--- config.mk ---
export PLATFORM = sky130hd
export DESIGN_NAME = memory_responder
export DESIGN_NICKNAME = d
export VERILOG_FILES = /design/src/rtl/memory_pkg.sv /design/src/rtl/ledger_regfile.sv /design/src/rtl/memory_responder.sv
export SDC_FILE = /design/constraint.sdc
export NUM_CORES = 1
export LEC_CHECK = 0
export BUFFER_PORTS_ARGS = -buffer_cell sky130_fd_sc_hd__buf_2
export CAP_MARGIN = 20
export CORE_ASPECT_RATIO = 1.75
export CORE_MARGIN = 10
export CORE_UTILIZATION = 55
export CTS_CLUSTER_SIZE = 16
export DETAILED_ROUTE_END_ITERATION = 8
export PLACE_DENSITY_LB_ADDON = 0.12
export SLEW_MARGIN = 20
export SYNTH_ARGS = -nofsm -noshare
export SYNTH_HDL_FRONTEND = slang
export SYNTH_SLANG_ARGS = --single-unit
export TNS_END_PERCENT = 10
--- constraint.sdc ---
create_clock -name clk -period 4.9 [get_ports clk]
set_clock_uncertainty 0.2 [all_clocks]
set_input_delay 0.98 -clock clk [delete_from_list [all_inputs] [get_ports clk]]
set_output_delay 0.98 -clock clk [all_outputs]
set_load 0.01 [all_outputs]
--- src/rtl/memory_pkg.sv ---
// Shared definitions for the ledger memory handshake: responder state
// encodings and the burst geometry both ends of the handshake agree on.
package memory_pkg;

    // Responder states; IDLE must stay at encoding 0.
    typedef enum logic [1:0] {
        ST_IDLE  = 2'd0,
        ST_READ  = 2'd1,
        ST_WRITE = 2'd2
    } state_t;

    localparam int DEF_DATA_W = 8;
    localparam int DEF_DEPTH  = 8;

    // Words per burst; the controller's wait counters are sized from this.
    localparam int BURST_LEN  = DEF_DEPTH;

endpackage

--- src/rtl/ledger_regfile.sv ---
// Ledger register file: DEPTH x DATA_W words, one write port, one
// registered read port. Every word returns to INIT_VALUE on reset.
module ledger_regfile #(
    parameter int                DATA_W     = 8,
    parameter int                DEPTH      = 8,
    parameter logic [DATA_W-1:0] INIT_VALUE = '0,
    parameter int                ADDR_W     = $clog2(DEPTH)
) (
    input  logic              clk,
    input  logic              resetn,
    input  logic              i_wr_en,
    input  logic [ADDR_W-1:0] i_wr_addr,
    input  logic [DATA_W-1:0] i_wr_data,
    input  logic              i_rd_en,
    input  logic [ADDR_W-1:0] i_rd_addr,
    output logic [DATA_W-1:0] o_rd_data
);

    logic [DATA_W-1:0] r_mem [DEPTH];
    logic [DATA_W-1:0] r_rd_data;

    // Word storage: reset reloads every word, otherwise one write per cycle.
    always_ff @(posedge clk) begin
        // NOTE: the array is in the reset branch on purpose -- a reset must
        // discard partially written bursts, which rules out a reset-less RAM.
        if (!resetn) begin
            for (int i = 0; i < DEPTH; i++) begin
                r_mem[i] <= INIT_VALUE;
            end
        end else if (i_wr_en) begin
            r_mem[i_wr_addr] <= i_wr_data;
        end
    end

    // Registered read port; returns zero on cycles with no read.
    always_ff @(posedge clk) begin
        if (!resetn) begin
            r_rd_data <= '0;
        end else if (i_rd_en) begin
            r_rd_data <= r_mem[i_rd_addr];
        end else begin
            r_rd_data <= '0;
        end
    end

    assign o_rd_data = r_rd_data;

endmodule

--- src/rtl/memory_responder.sv ---
// Memory-side responder: streams the whole ledger register file out as a
// read burst on load_req and absorbs a same-length write burst while the
// controller holds write_enable.
module memory_responder
    import memory_pkg::*;
#(
    parameter int                DATA_W     = DEF_DATA_W,
    parameter int                DEPTH      = DEF_DEPTH,
    parameter logic [DATA_W-1:0] INIT_VALUE = '0
) (
    input  logic                     clk,
    input  logic                     resetn,
    input  logic                     load_req,
    input  logic                     write_enable,
    input  logic [DATA_W-1:0]        wdata,
    output logic [DATA_W-1:0]        rdata,
    output logic                     rvalid,
    output logic [$clog2(DEPTH)-1:0] rindex,
    output logic                     wr_done,
    output logic                     ready
);

    localparam int                ADDR_W   = $clog2(DEPTH);
    localparam logic [ADDR_W-1:0] LAST_IDX = ADDR_W'(DEPTH - 1);

    state_t            r_state;
    state_t            w_next_state;
    logic [ADDR_W-1:0] r_ptr;
    logic [ADDR_W-1:0] w_next_ptr;

    logic              r_rvalid;
    logic [ADDR_W-1:0] r_rindex;
    logic              r_wr_done;
    logic              w_next_rvalid;
    logic [ADDR_W-1:0] w_next_rindex;
    logic              w_next_wr_done;

    logic              w_wr_en;
    logic [ADDR_W-1:0] w_wr_addr;
    logic              w_rd_en;
    logic [ADDR_W-1:0] w_rd_addr;
    logic [DATA_W-1:0] w_rd_data;

    // State and burst pointer register.
    always_ff @(posedge clk) begin
        // NOTE: non-blocking assignments so every register samples the
        // pre-edge values, independent of block evaluation order.
        if (!resetn) begin
            r_state <= ST_IDLE;
            r_ptr   <= '0;
        end else begin
            r_state <= w_next_state;
            r_ptr   <= w_next_ptr;
        end
    end

    // Next state, pointer, register-file strobes and next output values.
    // The read strobe fires one cycle ahead of rvalid so the registered
    // read port and the rvalid/rindex registers line up.
    always_comb begin
        // NOTE: every signal gets a default first so no path leaves one
        // unassigned, which would infer a latch.
        w_next_state   = r_state;
        w_next_ptr     = r_ptr;
        w_wr_en        = 1'b0;
        w_wr_addr      = r_ptr;
        w_rd_en        = 1'b0;
        w_rd_addr      = r_ptr;
        w_next_rvalid  = 1'b0;
        w_next_rindex  = '0;
        w_next_wr_done = 1'b0;

        case (r_state)
            ST_IDLE: begin
                if (write_enable) begin
                    // Write wins over a simultaneous load_req, which is dropped.
                    w_wr_en      = 1'b1;
                    w_wr_addr    = '0;
                    w_next_ptr   = ADDR_W'(1);
                    w_next_state = ST_WRITE;
                end else if (load_req) begin
                    w_rd_en       = 1'b1;
                    w_rd_addr     = '0;
                    w_next_rvalid = 1'b1;
                    w_next_rindex = '0;
                    w_next_ptr    = ADDR_W'(1);
                    w_next_state  = ST_READ;
                end
            end

            ST_READ: begin
                if (r_rindex == LAST_IDX) begin
                    // Last word is on the bus this cycle; pointer has wrapped.
                    w_next_state = ST_IDLE;
                end else begin
                    w_rd_en       = 1'b1;
                    w_next_rvalid = 1'b1;
                    w_next_rindex = r_ptr;
                    w_next_ptr    = r_ptr + ADDR_W'(1);
                end
            end

            ST_WRITE: begin
                if (write_enable) begin
                    w_wr_en    = 1'b1;
                    w_next_ptr = r_ptr + ADDR_W'(1);
                    if (r_ptr == LAST_IDX) begin
                        w_next_wr_done = 1'b1;
                        w_next_state   = ST_IDLE;
                    end
                end
            end

            default: begin
                w_next_state = ST_IDLE;
                w_next_ptr   = '0;
            end
        endcase
    end

    // Registered handshake outputs.
    always_ff @(posedge clk) begin
        if (!resetn) begin
            r_rvalid  <= 1'b0;
            r_rindex  <= '0;
            r_wr_done <= 1'b0;
        end else begin
            r_rvalid  <= w_next_rvalid;
            r_rindex  <= w_next_rindex;
            r_wr_done <= w_next_wr_done;
        end
    end

    ledger_regfile #(
        .DATA_W     (DATA_W),
        .DEPTH      (DEPTH),
        .INIT_VALUE (INIT_VALUE),
        .ADDR_W     (ADDR_W)
    ) u_regfile (
        .clk       (clk),
        .resetn    (resetn),
        .i_wr_en   (w_wr_en),
        .i_wr_addr (w_wr_addr),
        .i_wr_data (wdata),
        .i_rd_en   (w_rd_en),
        .i_rd_addr (w_rd_addr),
        .o_rd_data (w_rd_data)
    );

    assign rdata   = w_rd_data;
    assign rvalid  = r_rvalid;
    assign rindex  = r_rindex;
    assign wr_done = r_wr_done;
    assign ready   = (r_state == ST_IDLE);

endmodule
; Yosys cells after proc, flatten, opt, wreduce, memory -nomap -nowiden
; Memories as Yosys holds them, arrays and structs flattened. A register that Yosys moved wholly into a read port is not among the register bits.
; Cells that the tools add are included.
[totals]
register_bits = 10
ram_bits = 64
input_bits = 12
output_inout_bits = 14
elab_cells = 57
memories = 1
[mem_list]
columns = name, words, width, read_ports, rd_clocked_by_memory_dff, write_ports, line
row1 = u_regfile.r_mem, 8, 8, 1, 1, 8, ledger_regfile.sv:19  ; logic [DATA_W-1:0] r_mem [DEPTH];
[classes]
addsub = 1
n_eq_ne = 9
muxes = 30
n_bitwise = 2
n_reduce_logical = 9
[op_table]
columns = operator, n
row1 = $mux 3, 10
row2 = $mux 1, 11
row3 = $mux 2, 5
row4 = $pmux 3 s3, 1
row5 = $mux 8, 1
row6 = $ne 2x2->1 const B, 4
row7 = $reduce_or 8->1, 1
row8 = $eq 3x3->1 const B, 2
row9 = $pmux 2 s3, 1
row10 = $reduce_and 3->1, 2
row11 = $reduce_and 4->1, 1
row12 = $add 3x1->3 const B, 1
row13 = $ne 3x3->1 const B, 1
row14 = $reduce_or 3->1, 1
row15 = $eq 2x1->1 const B, 1
row16 = $eq 2x2->1 const B, 1
row17 = $logic_not 2->1, 1
row18 = $not 1->1, 2
row19 = $pmux 1 s2, 1
row20 = $reduce_and 2->1, 1
row21 = $reduce_or 2->1, 1
row22 = $logic_not 1->1, 1

; Depth between registers and ports, before layout
[depth]
word_depth = 8
depth_mapped = 7
mapped_depth_nobuf = 6

; Hierarchy
; Synthesis repeated with hierarchy kept, for this count alone.
[unflattened]
hier_cells = 290
hier_area_um2 = 3853.7
[modules_own_cells]
columns = module, instances, cells_each, area_each_um2, seq_area_each_um2
row1 = ledger_regfile, 1, 226, 3263.1, 2082.0
row2 = memory_responder, 1, 64, 590.6, 200.2

; Worst setup path before layout
; OpenSTA, ideal clock, no wires.
[synth_timing]
path_type = input -> register
from = input port resetn
to = memory u_regfile.r_mem[3][0] (enable)
setup_time_ns = 0.384
arrival_ns = 2.208
required_ns = 4.316
path_slack_ns = 2.108
cell_stages = 4
path_buffers = 1
cell_sequence = nand3_1 > or3_1 > buf_2 > o21ai_0
[synth_rtl]
columns = element, line
row1 = from (decl), memory_responder.sv:12  ; input logic resetn,
row2 = to (decl), ledger_regfile.sv:19

==> results.md <==
- Synth Area in Compound Gates: 0.0779
- Initial Util: 0.570
- CTS buffer count: 9
- Die area: about 11000 µm²
- Fmax: around 330 MHz
- Adder-Cell Fraction of Synth Area: 0.0202
- Max Cap Viol: 0
- CTS max path bufs: 2
- Slew HR: 0.278
- Final Setup Violations: 0
- Crit Path Max Fanout: 15
- Register bit total from synthesis: a little over 80
- Area leader, netlist: edfxtp_1
- Post-Place Worst Slack: between 1 and 1.5 ns
- Core ar.: around 6500 µm²
- WS Path Type: in2reg
- Residual DRC: 0
- Period utilisation layout: 0.625
- Largest net degree at the start of global routing: 24
- Crit-path cells: buf_2 > nand3_1 > or3_1 > o21ai_0
- Hold Vio Cnt, Final: 0
- CP peak stage delay: ~0.92 ns
- Power density over the cells: between 300 and 400 nW/µm²
- Antenna violations before repair: 0
- Post-CTS setup buffers: 0
- CTS sink count: slightly above 80
- Vias in the first global route: about 2300
- Top cells by area, synth: edfxtp_1 (52%), and2_1 (11%), dfxtp_1 (9.7%), mux4_2 (4.8%), a221o_1 (2.1%)
- Synth top cells by count: and2_1 (64), edfxtp_1 (64), dfxtp_1 (18)
- CP Capture Type: register
- Most used DFF post-synth: edfxtp_1
- Share of flip-flops with an asynchronous set or reset: 0
- Mapped Cells: 279
- Register area share after synthesis: 0.613
- WL final: around 8000 µm
- Synth cell types: 38
- Setup ws final: 1.84 ns
- Placed Area: between 3000 and 4000 µm²
- Leak: around 1.6 nW
- Placed cell count: about 380
- Mean Syn Cell Area: between 10 and 15 µm²
- Antenna Cells: 0
- IO Port Bufs: 25
- Final slew viol count: 0
- Cell area after layout: between 4000 and 5000 µm²
- # resized after CTS: 0
- Reg2reg setup slack: roughly 2.1 ns
- I/O pin cnt: 26
- RSZ-0062 raised after global routing: no
- HPWL Detailed: roughly 6000 µm
- Total GRT Usage: 0.161
- CTS tree: done
- Worst-path clk slew: 0.06 ns
- WL/cell: slightly above 20 µm
- Multi-input gate area: approximately 1400 µm²
- # H-tree levels: 3
- Fill count: ~510
- Worst hold slack: about 0.32 ns
- Post-CTS Hold Buffers: 0
- Post-Synth Simple-Gate Area: 0.187
- XOR/XNOR Fraction of Synth Area: 0
- EDFF count, synth: 64
- Mapped Area: between 3000 and 4000 µm²
- Fin Setup TNS: 0 ns
- Largest family of logic cells by synthesized area: simple AND/OR/NAND/NOR gates
- Fin crit period: 3.06 ns
- Clk_lat worst skew: 0.33 ns
- Die extent in x: roughly 82 µm
- Hold Crit Class: reg2reg
- DRT Pass-1 Iters: 4
- Register area: 2280 µm²
- Syn_nets: 297
- Vias per cell: roughly 5.6
- DR iter-0 viols: 122
- Clk root buf: clkbuf_16
- Die Ht: ~130 µm
- Layout cells sized above 1: 0.206
- Mux share of post-synthesis cell area: 0.0776
- Maximum vdd ir drop: between 0.3 and 0.4 mV
- Vias: ~2200
- Yosys top cell area share: 0.516
- Status: finished clean
- Warnings from Yosys: 0
- Net total in the final layout: between 300 and 400
- CP max stage cell: o21ai_0
- Area growth syn-to-layout: 13.5%
- Global placer's final weighted congestion: 0.814
- CP Launch Type: input port
- Post-route ant nets: 0
- CP required: approximately 4.6 ns
- GRT overflow: 0
- First-pass GRT wire length: 12200 µm
- Crit path arrival time: roughly 2.8 ns
- Final Instance Count excl. Fillers: 393
- Row count: 39
- Slew @ Worst Pin: about 1.1 ns
-- metal layers --
layer / routed length [µm] / GRT usage / vias to the layer above
li1: - / - / 1084
met1: 2980 / 0.165 / 1071
met2: 4490 / 0.289 / 46
met3: 217 / 0.0321 / 14
met4: 279 / 0.0915 / 0
met5: 0 / 0 / -
-- final cells by class --
class                   count  area share
multi-input cells         178       0.319
flip-flops and latches     82       0.540
clock buffers              14      0.0728
repair buffers             27      0.0332
well taps                  82      0.0243
clock inverters             2     0.00326
inverters                   8     0.00710
-- through the flow --
step	utilization	power, mW
2_1_floorplan	-	0.943
5_1_grt	0.646	1.73
3_5_place_dp	0.597	1.00
6_report	0.646	1.68
3_3_place_gp	0.597	0.999
4_1_cts	0.646	1.69
-- critical path, delay by kind of cell --
| family | cells | cell delay, ns |
|---|---|---|
| compound gates | 1 | 0.92 |
| simple gates | 2 | 0.66 |
| buf+inv | 1 | 0.24 |
-- path summary, 6_finish.rpt --
| path | start | endpoint | cells after the start |
|---|---|---|---|
| setup / recovery | resetn | u_regfile.r_mem[3][0]$_SDFFCE_PN0P_ | 4 |
| hold / removal | r_state[1]$_SDFFE_PN0P_ | r_state[1]$_SDFFE_PN0P_ | 2 |
| setup reg to reg | r_state[0]$_SDFFE_PN0P_ | u_regfile.r_mem[3][0]$_SDFFCE_PN0P_ | 5 |
| hold reg to reg | r_state[1]$_SDFFE_PN0P_ | r_state[1]$_SDFFE_PN0P_ | 2 |
-- power by group --
group | switching [mW] | leakage (nW) | internal [mW] | total [mW]
registers | 0.0161 | 0.809 | 0.784 | 0.800
clock network | 0.253 | 0.158 | 0.436 | 0.689
logic | 0.109 | 0.667 | 0.0767 | 0.186
-- registers in the layout, summed over array words and instances (netlist names) --
signal               cells
r_ptr                    3
u_regfile.o_rd_data      8
u_regfile.r_mem         64
rvalid                   1
rindex                   3
r_state                  2
wr_done                  1
-- placed cells by master, fill, tap and decap left out, types with 2 or more instances in the layout --
cell type and count:
ha_1 6, buf_2 25, nand3_1 3, nor3_1 8, nand3b_1 3, a221o_1 8
and3_1 3, and2_1 64, buf_4 2, mux2_4 5, nor2b_1 3, a21oi_1 6
nor2_4 4, mux4_2 8, clkbuf_1 2, edfxtp_1 64, inv_1 8, a22oi_1 8
mux2_2 3, or3_1 2, nand4_1 3, o21ai_1 7, nand2_1 2, clkbuf_16 12
nor2_1 14, dfxtp_1 18, o21ai_0 7
-- cell families (layout without fill, tap and decap cells) --
kind of cell    after synthesis  after routing
flops                        82             82
compound gates               42             42
buf+inv                      19             51
mux                          16             16
fa+ha+maj                     6              6
simple gates                114            114
Power figures use the tool's default switching activity.
